`config.mk`:
```
export PLATFORM = sky130hd
export DESIGN_NAME = synchro_counter_updown
export DESIGN_NICKNAME = d
export VERILOG_FILES = /design/src/rtl/chip_store_pkg.sv /design/src/rtl/tick_source.sv /design/src/rtl/synchro_counter_updown.sv
export SDC_FILE = /design/constraint.sdc
export NUM_CORES = 1
export LEC_CHECK = 0
export BUFFER_PORTS_ARGS = -buffer_cell sky130_fd_sc_hd__buf_2
export CAP_MARGIN = 10
export CORE_ASPECT_RATIO = 1.75
export CORE_UTILIZATION = 59
export CTS_BUF_LIST = sky130_fd_sc_hd__clkbuf_4 sky130_fd_sc_hd__clkbuf_8 sky130_fd_sc_hd__clkbuf_16
export DETAILED_ROUTE_END_ITERATION = 10
export PLACE_DENSITY = 0.9
export SLEW_MARGIN = 20
export SYNTH_ARGS = -nofsm -noshare
export SYNTH_HDL_FRONTEND = slang
export SYNTH_SLANG_ARGS = --single-unit
```
`constraint.sdc`:
```
create_clock -name qzt_clk -period 6.85 [get_ports qzt_clk]
set_clock_uncertainty 0.05 [all_clocks]
set_input_delay 1.0275 -clock qzt_clk [delete_from_list [all_inputs] [get_ports qzt_clk]]
set_output_delay 1.0275 -clock qzt_clk [all_outputs]
set_load 0.1 [all_outputs]
```
`src/rtl/chip_store_pkg.sv`:
```
// Shared constants for the synchro counter: parameter defaults and direction encoding.
package chip_store_pkg;

  localparam int WIDTH_DEF      = 8;
  localparam int PRESCALE_W_DEF = 30;

  localparam logic DIR_UP   = 1'b1;
  localparam logic DIR_DOWN = 1'b0;

endpackage

```
`src/rtl/tick_source.sv`:
```
// Single-cycle count tick from either a free-running prescaler or a count_in rising edge.
module tick_source
  import chip_store_pkg::*;
#(
  parameter int PRESCALE_W = PRESCALE_W_DEF
) (
  input  logic                  qzt_clk,
  input  logic                  reset,
  input  logic                  count_in,
  input  logic                  use_prescaler,
  input  logic                  enable,
  input  logic [PRESCALE_W-1:0] period,
  output logic                  tick
);

  logic                  count_in_old;
  logic                  use_old;
  logic [PRESCALE_W-1:0] presc;
  logic                  mode_chg;
  logic                  presc_hit;
  logic                  ext_tick;

  assign mode_chg  = use_prescaler ^ use_old;
  // Periods 0 and 1 both mean "every cycle"; >= keeps a shrinking period from overrunning.
  assign presc_hit = (period <= PRESCALE_W'(1)) || (presc >= (period - PRESCALE_W'(1)));
  assign ext_tick  = count_in & ~count_in_old;

  // Edge and mode history track their inputs even in reset, so release never sees a stale edge.
  always_ff @(posedge qzt_clk) begin
    count_in_old <= count_in;
    use_old      <= use_prescaler;
    if (reset || mode_chg || !use_prescaler)
      presc <= '0;
    else if (enable)
      presc <= presc_hit ? '0 : presc + PRESCALE_W'(1);
  end

  assign tick = ~reset & ~mode_chg &
                (use_prescaler ? (enable & presc_hit) : ext_tick);

endmodule

```
`src/rtl/synchro_counter_updown.sv`:
```
// Modulo-M up/down counter with preset, wrap carry and terminal flag; ticks come from tick_source.
module synchro_counter_updown
  import chip_store_pkg::*;
#(
  parameter int WIDTH      = WIDTH_DEF,
  parameter int PRESCALE_W = PRESCALE_W_DEF
) (
  input  logic                  qzt_clk,
  input  logic                  reset,
  input  logic                  count_in,
  input  logic                  use_prescaler,
  input  logic [PRESCALE_W-1:0] period,
  input  logic                  enable,
  input  logic                  up_down,
  input  logic                  set,
  input  logic [WIDTH-1:0]      preset_value,
  input  logic [WIDTH-1:0]      limit,
  output logic [WIDTH-1:0]      out,
  output logic                  carry,
  output logic                  terminal
);

  logic             tick;
  logic [WIDTH-1:0] max_val;
  logic [WIDTH-1:0] out_nxt;
  logic             carry_nxt;
  logic             term_nxt;

  tick_source #(
    .PRESCALE_W (PRESCALE_W)
  ) u_tick_source (
    .qzt_clk       (qzt_clk),
    .reset         (reset),
    .count_in      (count_in),
    .use_prescaler (use_prescaler),
    .enable        (enable),
    .period        (period),
    .tick          (tick)
  );

  // limit==0 selects the full 2^WIDTH range, whose top value is all ones.
  assign max_val = (limit == '0) ? '1 : limit - WIDTH'(1);

  always_comb begin
    out_nxt   = out;
    carry_nxt = 1'b0;
    if (set) begin
      out_nxt = preset_value;
    end else if (tick && enable) begin
      if (up_down == DIR_UP) begin
        if (out >= max_val) begin
          out_nxt   = '0;
          carry_nxt = 1'b1;
        end else begin
          out_nxt = out + WIDTH'(1);
        end
      end else begin
        // An out-of-range value (e.g. a large preset) clamps to the top without a borrow.
        if (out == '0) begin
          out_nxt   = max_val;
          carry_nxt = 1'b1;
        end else if (out > max_val) begin
          out_nxt = max_val;
        end else begin
          out_nxt = out - WIDTH'(1);
        end
      end
    end
    term_nxt = (up_down == DIR_UP) ? (out_nxt == max_val) : (out_nxt == '0);
  end

  always_ff @(posedge qzt_clk) begin
    if (reset) begin
      out      <= '0;
      carry    <= 1'b0;
      terminal <= (up_down == DIR_DOWN);
    end else begin
      out      <= out_nxt;
      carry    <= carry_nxt;
      terminal <= term_nxt;
    end
  end

endmodule
```
==> run summary <==
Async SR Flop Fraction = 0%
die span in x = 66.0 um
Crit path required time = 6960 ps
H-tree depth = 2
Synth cell types = 69
Util after Layout = 69.2%
mean post-synth cell area = 7.82 um^2
Synth Register Bits = 42
CP startpoint = period[3]
post-synth top area share = 19.9%
outcome = completed
all-layer global routing usage = 31.8%
pwr/cell area = 160 nW/um^2
share of post-route cells with drive strength above 1 = 16.1%
commonest cells in the netlist = 75 x nor2_1, 46 x ha_1, 42 x dfxtp_1, 41 x nand2_1, 37 x xnor2_1
first-pass GRT wire length = 18,300 um
CP Max Fanout = 5
Worst Max-Slew Pin Slew = 624 ps
die area = 7530 um^2
Crit path arrival time = 6560 ps
worst r2r src = out[0]
Mapped Nets = 640
largest net degree at the start of global routing = 30
Max-cap violations = 0
die height = 114 um
Final setup viols = 0
Leakage = 1.96 nW
# resized after CTS = 0
Post-Synthesis Cells = 541
Top FF cell, synth = dfxtp_1
maximum vdd ir drop = 0.000114 V
worst slack at placement = 217 ps
Slew headroom = 57.9%
clock sink count = 42
total power = 0.000767 W
Mapped Area = 4230 um^2
Placer Congestion = 0.973
vias = 4,343
Setup WS post-layout = 401 ps
Tmin final = 6450 ps
Setup CP Type = in2reg
Area contributors post-synth = dfxtp_1 20%, ha_1 14%, xnor2_1 7.7%
DRT Pass-1 Iters = 7
Final Hold Fails = 0
Syn. warnings = 0
initial antenna violation count = 0
startpoint of the worst hold path = u_tick_source.use_old
HPWL after DPL = 9310 um
DRT iter0 DRCs = 290
wire per inst = 17.2 um
Core Box Area = 6910 um^2
final worst-path cycle share = 94.2%
clock latency at the later pin of the worst-skew pair = 280 ps
row cnt = 40
total grt overflow = 0
top-count cell post-synth = nor2_1
vias in the first global route = 4,116
final instance area = 4780 um^2
Final TNS setup = 0 ps
hold crit path type = reg2reg
DRC Markers = 0
area leader, netlist = dfxtp_1
Max Slew Vio Count = 0
Root Buffer = clkbuf_16
Nets = 695
EDFF count, synth = 0
Fmax = 155 MHz
IO Pins = 63
Worst-path clk slew = 60 ps
Setup crit start kind = input port
Vias/cell = 6.38
CTS buffer count = 5
sequential share of the synthesized area = 19.9%
Antenna diodes = 0
Area after DPL = 4580 um^2
Routed WL = 11,700 um
unrepaired setup endpoints after global routing = no
CTS tree = done
Area growth, synth to finish = 13.0%
Final ANT Viol Nets = 0
starting density of the core = 61.3%
CTS Hold Buffers Added = 0
post-CTS setup repair buffer count = 0
clock buffer depth = 2
Worst setup EP type = register
IO buf count = 62
[layout by cell type (no fill, tap or decap), types with 7 or more instances in the layout]
master / n
a21oi_1: 23
nor2_1: 75
nor3_1: 20
xnor2_1: 37
ha_1: 46
buf_2: 62
nand4_1: 16
and3_1: 14
xor2_1: 32
nand3_1: 14
nor2b_1: 11
inv_1: 16
dfxtp_1: 42
nand2_1: 41
nor4_1: 10
and2_1: 7
or4_1: 10
[kinds of logic after synthesis]
family | Yosys count | share of synthesized area [%]
compound gates | 94 | 16.3
xor+xnor | 69 | 14.3
fa+ha+maj | 46 | 13.6
buf+inv | 34 | 3.75
flops | 42 | 19.9
mux | 4 | 1.01
simple gates | 252 | 31.2
[cell type report]
class                      count  area [um^2]
sequential                    42          841
clock buffer                   6          139
multi-input combinational    465         3240
tap                           84          105
clock inverter                 2         60.1
timing repair buffer          66          340
inverter                      16         60.1
fill                         561         2120
[registers in the layout (all words and copies together), names as in the netlist]
name,flops
u_tick_source.count_in_old,1
carry,1
out,8
u_tick_source.use_old,1
terminal,1
u_tick_source.presc,30
[power breakdown]
group / switching (W) / total (W) / internal, W
Clock: 0.0000944 / 0.000313 / 0.000219
Combinational: 0.000124 / 0.000197 / 0.0000731
Sequential: 0.00000880 / 0.000257 / 0.000248
[stage by stage]
stage / std cells / hold WS [ps]
after floorplan: 541 / 412
after global placement: 673 / 440
after detailed placement: 673 / 437
after CTS: 681 / 450
after global routing: 681 / 496
final: 681 / 449
[worst max-delay path, stage by stage]
cell and delay, ps:
buf_2 130, or4_1 620, or4b_1 540, nor3_1 250
nand2_1 180, nor2_1 190, nand3b_1 130, nor3_1 270
nand2b_1 150, nor4_1 280, xnor2_1 180, ha_1 270
a21o_1 190, a21o_1 170, a21oi_1 190, o211ai_2 130
nor3_1 430, a21boi_1 220, o311ai_0 580, nor4_1 120
a41oi_1 240, o31ai_2 90
[per-layer routing]
layer	vias to the layer above	global-route usage, %	wire [um]
li1	2076	-	-
met2	201	59.5	6150
met4	0	22.7	773
met3	55	4.90	625
met5	-	0	0
met1	2011	29.9	4170
[worst paths after layout]
path                             to  slack (ps)  depth (start not counted)
max                        terminal         400                         22
min          u_tick_source.presc[1]         450                          2
max reg2reg                terminal        3300                         12
min reg2reg  u_tick_source.presc[1]         450                          2
Note: power is estimated with default switching activity, not from simulation.
